==> src/rtl/decode_share_arbiter.sv <==
// Round-robin arbiter that time-shares one 3-bit pattern decoder among N_REQ requesters.
// A winning code is decoded and returned one cycle later, tagged with its requester id.
module decode_share_arbiter #(
    parameter int unsigned N_REQ = 4,
    parameter int unsigned ID_W  = 2
) (
    input  logic               _clock,
    input  logic               _reset,
    input  logic [N_REQ-1:0]   req,
    input  logic [3*N_REQ-1:0] code_in,
    output logic [N_REQ-1:0]   grant,
    output logic               rsp_valid,
    input  logic               rsp_ready,
    output logic [ID_W-1:0]    rsp_id,
    output logic [2:0]         rsp_c,
    output logic               rsp_d,
    output logic               busy
);

    localparam int unsigned CODE_W = 3;

    logic [ID_W-1:0]   ptr_q;
    logic [ID_W-1:0]   ptr_nxt;
    logic [N_REQ-1:0]  req_rot;
    logic [ID_W-1:0]   winner;
    logic              found;
    logic              issue;
    logic [CODE_W-1:0] win_code;
    logic [2:0]        dec_c;
    logic              dec_d;
    logic              valid_nxt;
    logic [ID_W-1:0]   id_nxt;
    logic [2:0]        c_nxt;
    logic              d_nxt;

    // Priority decode of one 3-bit pattern; only 10x produces the (3,1) result.
    function automatic logic [3:0] decode(input logic [CODE_W-1:0] code);
        logic [3:0] res;
        res = {3'b010, 1'b0};
        casez (code)
            3'b10?:  res = {3'd3, 1'b1};
            3'b0?1:  res = {3'b010, 1'b0};
            default: res = {3'b010, 1'b0};
        endcase
        return res;
    endfunction

    // Rotate the request vector so that bit 0 is the current highest-priority requester.
    always_comb begin
        req_rot = N_REQ'({req, req} >> ptr_q);
    end

    // First set bit of the rotated vector, mapped back to an absolute requester index.
    always_comb begin : select_winner
        int unsigned sum;
        found  = 1'b0;
        winner = '0;
        sum    = 0;
        for (int unsigned k = 0; k < N_REQ; k++) begin
            sum = 32'(ptr_q) + k;
            if (sum >= N_REQ) begin
                sum = sum - N_REQ;
            end
            if (!found && req_rot[k]) begin
                found  = 1'b1;
                winner = ID_W'(sum);
            end
        end
    end

    // Route the winner's code to the shared decoder.
    always_comb begin
        win_code = '0;
        for (int unsigned i = 0; i < N_REQ; i++) begin
            if (winner == ID_W'(i)) begin
                win_code = code_in[CODE_W*i +: CODE_W];
            end
        end
        {dec_c, dec_d} = decode(win_code);
    end

    // A new grant is allowed only when the response slot is empty or being drained.
    always_comb begin
        issue = found && !_reset && (!rsp_valid || rsp_ready);
        grant = issue ? (N_REQ'(1) << winner) : '0;
        busy  = rsp_valid || (|req);
    end

    // Next-state for the pointer and the response slot.
    always_comb begin
        ptr_nxt   = ptr_q;
        valid_nxt = rsp_valid;
        id_nxt    = rsp_id;
        c_nxt     = rsp_c;
        d_nxt     = rsp_d;
        if (issue) begin
            valid_nxt = 1'b1;
            id_nxt    = winner;
            c_nxt     = dec_c;
            d_nxt     = dec_d;
            ptr_nxt   = (32'(winner) == N_REQ - 1) ? '0 : winner + ID_W'(1);
        end else if (rsp_valid && rsp_ready) begin
            valid_nxt = 1'b0;
        end
    end

    // Reset drops any pending response rather than delivering it.
    always_ff @(posedge _clock) begin
        if (_reset) begin
            ptr_q     <= '0;
            rsp_valid <= 1'b0;
            rsp_id    <= '0;
            rsp_c     <= '0;
            rsp_d     <= 1'b0;
        end else begin
            ptr_q     <= ptr_nxt;
            rsp_valid <= valid_nxt;
            rsp_id    <= id_nxt;
            rsp_c     <= c_nxt;
            rsp_d     <= d_nxt;
        end
    end

endmodule

==> config.mk <==
export PLATFORM = sky130hd
export DESIGN_NAME = decode_share_arbiter
export DESIGN_NICKNAME = d
export VERILOG_FILES = /design/src/rtl/decode_share_arbiter.sv
export SDC_FILE = /design/constraint.sdc
export NUM_CORES = 1
export LEC_CHECK = 0
export BUFFER_PORTS_ARGS = -buffer_cell sky130_fd_sc_hd__buf_4
export CAP_MARGIN = 20
export CORE_AREA = 4 4 41 43
export CTS_CLUSTER_SIZE = 10
export DETAILED_ROUTE_END_ITERATION = 7
export DIE_AREA = 0 0 45 47
export PLACE_DENSITY = 0.72
export SLEW_MARGIN = 5
export SYNTH_ARGS = -nofsm -noshare
export SYNTH_HDL_FRONTEND = slang
export SYNTH_SLANG_ARGS = --single-unit
==> constraint.sdc <==
create_clock -name _clock -period 4.7 [get_ports _clock]
set_clock_uncertainty 0.05 [all_clocks]
set_input_delay 0 -clock _clock [delete_from_list [all_inputs] [get_ports _clock]]
set_output_delay 0 -clock _clock [all_outputs]
set_load 0.05 [all_outputs]
## Yosys cells after proc, flatten, opt, wreduce, memory -nomap -nowiden

Cells that the tools add are included.

| operators by class | value |
|---|---|
| eq/ne operators | 4 |
| shift-type cells | 2 |
| muxes and demuxes | 21 |
| reduce and logical (&&, ||, !) cells | 16 |
| magnitude comparators | 4 |
| add/sub/neg operators | 8 |

Operator list:

| operator | count |
|---|---|
| 2-to-1 mux 2 bit | 10 |
| 2-to-1 mux 3 bit | 4 |
| greater-or-equal comparator 3 bit (second input constant) | 3 |
| >> shifter 8 x 2 -> 4 bit | 1 |
| subtractor 2 x 1 -> 2 bit (second input constant) | 4 |
| adder 2 x 2 -> 3 bit (second input constant) | 2 |
| equality test 2 bit (second input constant) | 3 |
| logical AND 1 bit | 6 |
| 2-to-1 mux 1 bit | 6 |
| zero test 1 bit | 5 |
| 2-to-1 mux 4 bit | 1 |
| OR reduction 4 bit | 1 |
| << shifter 1 x 2 -> 4 bit (first input constant) | 1 |
| adder 2 x 1 -> 3 bit (second input constant) | 1 |
| greater-or-equal comparator 2 x 3 -> 1 bit (second input constant) | 1 |
| adder 2 x 1 -> 2 bit (second input constant) | 1 |
| equality test 2 x 1 -> 1 bit (second input constant) | 1 |
| zero test 2 bit | 1 |
| logical OR 1 bit | 2 |
| nonzero test 2 bit | 1 |

| storage, ports and cells | value |
|---|---|
| bits of input ports | 19 |
| word-level logic and storage cells | 60 |
| output and inout port bits | 12 |
| register bits | 9 |

## Longest topological paths before layout

Gate-level depths: netlist of the first run.

| depth | value |
|---|---|
| word-level depth | 18 |
| depth in mapped cells | 9 |
| gate-level depth less buffers | 9 |

## Least setup slack after synthesis of the first run

OpenSTA, ideal clock, no wires.

| timing path | value |
|---|---|
| kind | register to register |
| from | reg ptr_q[0] |
| to | reg rsp_c[0] |
| period minus slack after synthesis | 2.002 ns |
| slack | 2.698 ns |
| stages on the path, launching flop included | 10 |
| path buffers | 0 |
| library setup time | 0.088 ns |
| arrival time | 1.864 ns |
| data required time | 4.562 ns |
| cell sequence | dfxtp_1 -> nor2b_1 -> nor3_1 -> o22ai_1 -> inv_1 -> ha_1 -> nor4bb_1 -> a311oi_1 -> a211o_1 -> a311oi_2 |

| on the way | value |
|---|---|
| cells in the longest elaborated chain, start to end | 18 |
| elaborated cells on any way between the ends | 42 |
| classes of those cells | 7 x add/sub; 4 x order compare; 4 x eq/ne; 1 x shift; 17 x mux; 9 x reduce/logical |

RTL lines:

| what | RTL line | text |
|---|---|---|
| start, declared | 22 | `logic [ID_W-1:0] ptr_q;` |
| start signal, assigned | 116 | `ptr_q <= ptr_nxt;` |
| branches (longest 10 deep; another with adder 2 x 1 -> 3 bit) | n/a |  |
| 2-to-1 mux 2 bit (*) | 64 | `if (!found && req_rot[k]) begin` |
| via winner[0] | 25 | `logic [ID_W-1:0] winner;` |
| zero test 2 bit | 75 | `if (winner == ID_W'(i)) begin` |
| 2-to-1 mux 3 bit (3 in a row) | 75 |  |
| 2-to-1 mux 3 bit (*) | 75 |  |
| equality test 2 bit (*) | 40 | `casez (code)` |
| 2-to-1 mux 2 bit (*) | 40 |  |
| end signal, assigned | 119 | `rsp_c <= c_nxt;` |
| end, declared | 15 | `output logic [2:0] rsp_c,` |

Mark *: on every way through the listed nets, which the timed path passes.
A chain may end at the register's enable or synchronous reset.

## Final worst setup path of the first run

Same ends and word-level chain as after synthesis.

==> run metrics, run 1 <==
status completed; Yosys top cell area share 27.9%; wire per inst 11.4 µm; Setup Crit Path Kind reg -> reg; Row Count 13; Post-CTS Setup Repair Bufs 0; Iter 0 DRT Violations 9; Post-Synth Simple-Gate Area 33.2%; Via density 4.85; Avg Cell Area, Syn 8.65 µm²; Worst Setup End Kind flip-flop; first-pass GRT wire length 1.79 mm; part of the power in registers 29.7%; max_cap viols 0; crit path max fanout 5; register bit total from synthesis 7; root buffer cell clkbuf_4; Pwr Density 344 nW/µm²; Synth Cell Area 502 µm²; RSZ-0062 raised after global routing false; CTS Sinks 7; commonest non-fill, non-tap cell in the layout buf_4; Post-route DRC 0; leakage power 0.356 nW; Total Power 0.253 mW; fmax 352 MHz; worst endpoint data arrival time 2.99 ns; Die W 45 µm; largest net degree at the start of global routing 11; die height 47 µm; DP HPWL 892 µm; register area share after synthesis 27.9%; main combinational cell family by area after synthesis simple AND/OR/NAND/NOR gates; Final min period 2.84 ns; adder-cell area share of the yosys netlist 9.98%; Yosys cell types 28; ANT nets after route 0; Core Region 1300 µm²; fraction of layout cells with a size suffix above 1 37.2%; die area 2120 µm²; Inserted Clock Buffers 3; Routed WL 1.15 mm; Vias 490; combinational power share 48.0%; post-synthesis mux area share 0%; Pint 0.148 mW; Clock Tree Buf Depth 2; number of antenna violations at the first check in global routing 0; Worst-path clk slew 0.05 ns; GPL Wtd Cong 0.734; Least-Margin Pin Slew 0.503 ns; GRT Total Usage 11.8%; YS warnings 0; period utilization 60.4%; ranking of synthesized cells by area dfxtp_1 (28%), ha_1 (10%), inv_1 (5.2%); Starting Density 38.6%; Setup TNS Final 0 ns; most area-hungry cell type in the Yosys netlist dfxtp_1; Setup crit start kind flip-flop; Slew Viols, Final 0; clock network latency to the later pin of the worst-skew pair 0.26 ns; GRT overflow 0; CTS tree built; worst hold path class in -> reg; Synthesized Nets 81; most frequent cells in the layout buf_4 (25), inv_1 (7), dfxtp_1 (7); vias in the first global route 441; Mapped Cells 58; # IOs 31; n_diodes 0; Critical Path RT 4.85 ns; Clk pwr share 22.3%; Area growth, synth to finish 46.6%; fillers 130; Sw Ratio 41.6%; Final setup viols 0; NumNets Final 110; Psw 0.105 mW; xor-xnor portion of the synthesized cell area 0%; Final Hold Viols 0; I/O Buffers 25; Rel. slew slack 66.5%; CTS H-tree depth 1; Compound-Gate Fraction of Synth Area 19.2%; DRT Pass-1 Iters 4; peak supply drop 0.147 mV
## cell type report
| cell class | instances | area (µm²) | area share (%) |
|---|---|---|---|
| Multi-Input combinational cell | 41 | 317 | 43.0 |
| Inverter | 7 | 26.3 | 3.57 |
| Timing Repair Buffer | 27 | 208 | 28.2 |
| Clock buffer | 4 | 26.3 | 3.57 |
| Tap cell | 15 | 18.8 | 2.55 |
| Sequential cell | 7 | 140 | 19.0 |
## registers in the layout, summed over array words and instances, names as in the netlist
signal     cells
ptr_q          2
rsp_c          2
rsp_id         2
rsp_valid      1
## final timing paths
path,from,endpoint,slack (ns),cells after the start
setup reg to reg,ptr_q[0]$_SDFFE_PP0P_,rsp_c[0]$_SDFFE_PP0P_,1.86,10
hold reg to reg,rsp_c[1]$_SDFFE_PP0P_,rsp_c[1]$_SDFFE_PP0P_,0.40,2
hold / removal,rsp_ready,rsp_valid$_SDFFE_PP0P_,0.04,4
setup / recovery,ptr_q[0]$_SDFFE_PP0P_,rsp_c[0]$_SDFFE_PP0P_,1.86,10
## synthesized netlist by cell type (all sizes together)
library cell,n
a211o,1
a21o,1
a21oi,1
a221oi,1
a311oi,2
and2,4
buf,2
clkbuf,1
conb,1
dfxtp,7
ha,4
inv,7
nand2,1
nand2b,2
nand3b,3
nor2,3
nor2b,4
nor3,3
nor4,1
nor4bb,1
o21a,1
o21ai,3
o22ai,2
o31ai,1
or3,1
## per-layer routing
metal	routed length (µm)	global-route usage [%]	vias to the layer above	part of all wire (%)
met2	590	20.1	14	51
li1	-	-	256	-
met5	0	0	-	0
met3	93	5.75	0	8.1
met1	467	13.1	220	41
met4	0	3.51	0	0
## cell families (layout without fill, tap and decap cells)
logic type | Yosys count | in the layout
buf+inv | 10 | 38
fa+ha+maj | 4 | 4
flops | 7 | 7
other cells | 1 | 1
compound gates | 13 | 13
simple gates | 23 | 23
## stage by stage
stage	worst slack (ns)	hold slack, ns	instances	instance area [µm²]	util, %
3_5_place_dp	2.43	0.203	95	689	53.0
3_3_place_gp	2.45	0.202	95	689	53.0
6_report	1.86	0.0410	101	736	56.5
5_1_grt	1.63	0.0699	101	736	56.5
2_1_floorplan	2.70	0.163	58	502	-
4_1_cts	1.88	0.0290	101	736	56.5
## worst max-delay path: stages (launching register included)
cell and delay, ns:
dfxtp_1 0.30, nor2b_1 0.14, nor3_1 0.06, o22ai_1 0.39, inv_1 0.13, ha_1 0.25
nor4bb_1 0.29, a311oi_1 0.08, a211o_1 0.29, a311oi_2 0.22, dlygate4sd3_1 0.57
## power by group through the flow
| stage | registers [mW] | clock network [mW] | logic (mW) |
|---|---|---|---|
| 2_1_floorplan | 0.0937 | 0 | 0.0678 |
| 3_3_place_gp | 0.0760 | 0 | 0.119 |
| 3_5_place_dp | 0.0762 | 0 | 0.120 |
| 4_1_cts | 0.0751 | 0.0598 | 0.122 |
| 5_1_grt | 0.0765 | 0.0629 | 0.132 |
| 6_report | 0.0752 | 0.0564 | 0.121 |
## what timing repair did
| item | in CTS | in global routing |
|---|---|---|
| hold buffers | 2 | 0 |
| resized for setup | 0 | 0 |
| endpoints found under the hold margin | 4 | 0 |
| setup endpoints to repair | 0 | 0 |
No activity file was read; power rests on OpenSTA's default activity.
==> run 2, diff against run 1 <==
--- a/config.mk
+++ b/config.mk
@@ -5,13 +5,15 @@
 export SDC_FILE = /design/constraint.sdc
 export NUM_CORES = 1
 export LEC_CHECK = 0
+export ABC_AREA = 1
 export BUFFER_PORTS_ARGS = -buffer_cell sky130_fd_sc_hd__buf_4
 export CAP_MARGIN = 20
-export CORE_AREA = 4 4 41 43
+export CORE_ASPECT_RATIO = 0.9
+export CORE_MARGIN = 4
+export CORE_UTILIZATION = 42
 export CTS_CLUSTER_SIZE = 10
 export DETAILED_ROUTE_END_ITERATION = 7
-export DIE_AREA = 0 0 45 47
-export PLACE_DENSITY = 0.72
+export PLACE_DENSITY = 0.74
 export SLEW_MARGIN = 5
 export SYNTH_ARGS = -nofsm -noshare
 export SYNTH_HDL_FRONTEND = slang
==> constraint.sdc (replaced) <==
create_clock -name _clock -period 2.3 [get_ports _clock]
set_clock_uncertainty 0.05 [all_clocks]
set_input_delay 0 -clock _clock [delete_from_list [all_inputs] [get_ports _clock]]
set_output_delay 0 -clock _clock [all_outputs]
set_load 0.05 [all_outputs]
==> run 2 against run 1 <==
- maximum frequency grew 38%
- cell count grew 71%
- wire length grew 46%
- sequential power grew 130%
==> run metrics, run 2 <==
status completed; Iter 0 DRT Violations 13; Starting Density 45.0%; DRT Pass-1 Iters 4; Final Hold Viols 0; worst hold path class in -> reg; leakage power 0.566 nW; Worst Setup End Kind flip-flop; Routed WL 1.69 mm; Pwr Density 861 nW/µm²; GRT Total Usage 13.9%; NumNets Final 173; max_cap viols 0; Yosys cell types 25; Avg Cell Area, Syn 6.27 µm²; Inserted Clock Buffers 3; vias in the first global route 754; wire per inst 9.74 µm; Post-Place Cells 168; CP max stage delay 0.41 ns; ys flop type dfxtp_1; R2R depth 18; fin area 990 µm²; critical path, cell by cell inv_8, nand2_2, nand2_2, nand2_1, nand2_2, o21bai_1, nand2_1, nand2_1, inv_1, ha_1, inv_1, nor2_1, nand2_1, nand3_1, nand4_1, nand3_1, nand2_1, inv_1; fraction of layout cells with a size suffix above 1 35.6%; crit path max fanout 9; Critical Path RT 2.40 ns; clock network latency to the later pin of the worst-skew pair 0.24 ns; end-of-flow core utilization 58.2%; Synth Cell Area 764 µm²; period utilization 89.5%; Final min period 2.06 ns; fmax 486 MHz; GPL Wtd Cong 0.718; # IOs 31; n_diodes 0; first-pass GRT wire length 2.87 mm; DP Area 950 µm²; peak supply drop 0.550 mV; Setup Crit Path Kind reg -> reg; most frequent cells in the layout nand2_1 (34), buf_4 (27), inv_1 (17); CP max-delay cell dfxtp_4; Synthesized Nets 145; FF+latch area 144 µm²; Worst-path clk slew 0.05 ns; Core Region 1700 µm²; CTS Sinks 7; CTS tree built; Vias 813; Post-Layout Cell Count 173; Clock Tree Buf Depth 2; die height 48.5 µm; ys async rst share 0%; Area growth, synth to finish 29.5%; I/O Buffers 25; Yosys top cell area share 18.3%; CP most frequent cell nand2_1; register area share after synthesis 18.3%; most area-hungry cell type in the Yosys netlist dfxtp_1; Die W 53.0 µm; Setup crit start kind flip-flop; number of flops mapped to enable cells by yosys 0; commonest non-fill, non-tap cell in the layout nand2_1; Final setup viols 0; root buffer cell clkbuf_4; YS warnings 0; Via density 4.70; multi-input logic area 487 µm²; most instantiated library cell after synthesis nand2_1; CTS H-tree depth 1; Mapped Cells 122; DP HPWL 1.41 mm; worst endpoint data arrival time 2.15 ns; cell depth of the worst hold path 5; ANT nets after route 0; biggest regs ptr_q: 2 flops, rsp_c: 2 flops, rsp_id: 2 flops; die area 2570 µm²; register bit total from synthesis 7; GRT overflow 0; fillers 163; Setup TNS Final 0 ns; ranking of synthesized cells by area dfxtp_1 (18%), nand2_1 (17%), inv_1 (8.3%); largest net degree at the start of global routing 12; Post-route DRC 0; number of antenna violations at the first check in global routing 0; Slew Viols, Final 0; Row Count 14; Post-synth top cells nand2_1 (34), inv_1 (17), nand3_1 (12); RSZ-0062 raised after global routing false
run 2: cell types whose count changed in the layout (fill, tap and decap cells not counted), sizes merged, moves of 4 or more:
cell,before,now
nand2,1,42
nand3,0,16
inv,7,22
nor2,3,10
and2,4,0
nand4,0,4
nor2b,4,0
run 2: final timing paths:
check                                      startpoint  slack (ns)               endpoint
worst max-delay path            ptr_q[0]$_SDFFE_PP0P_        0.24  rsp_c[0]$_SDFFE_PP0P_
worst min-delay path                      code_in[11]        0.06  rsp_c[0]$_SDFFE_PP0P_
worst max register to register  ptr_q[0]$_SDFFE_PP0P_        0.24  rsp_c[0]$_SDFFE_PP0P_
worst min register to register  rsp_c[1]$_SDFFE_PP0P_        0.40  rsp_c[1]$_SDFFE_PP0P_
run 2: cells by family after synthesis:
family | after synthesis | synth area share (%)
and+or+nand+nor | 73 | 48.8
DFF | 7 | 18.3
buffers and inverters | 27 | 18.0
AOI/OAI and AO/OA | 9 | 6.71
other | 1 | 0.491
xor gates and xnor gates | 1 | 1.15
adders and majority gates | 4 | 6.55
run 2: critical path, delay by kind of cell, from the launching register on:
kind                     cells  cell delay (ns)
AO/OA/AOI/OAI                1             0.14
adder cells (fa/ha/maj)      1             0.21
flip-flops                   1             0.41
buffers and inverters        4             0.25
AND/OR/NAND/NOR             12             0.90
run 2: area by class of cell:
class	instances	area share, %
multi-input combinational	88	49.2
timing repair buffer	28	21.5
sequential	7	14.5
inverter	22	9.10
tap	24	3.03
clock buffer	4	2.65
run 2: through the flow:
step,setup slack (ns),hold slack [ns],power [mW]
floorplan,0.301,0.0124,0.622
global placement,0.116,0.121,0.730
detailed placement,0.0549,0.126,0.743
CTS,0.0319,0.0568,0.858
global route,0.0141,0.0761,0.935
finish,0.242,0.0619,0.852
run 2: timing repair:
action,4_1_cts,5_1_grt
setup buffers,0,0
endpoints found under the setup margin,0,5
hold buffers,1,0
resized for setup,0,2
endpoints found under the hold margin,1,0
run 2: report_power, final:
part           total, mW  switching (mW)  internal, mW
clock network      0.109          0.0430        0.0661
registers          0.170          0.0241         0.146
logic              0.572           0.377         0.196
run 2: per-layer routing:
metal  vias up  wire length, µm  track usage [%]
li1        429                -                -
met1       369              761             16.6
met2        13              850             25.0
met3         2               67             1.84
met4         0                5             3.83
met5         -                0                0
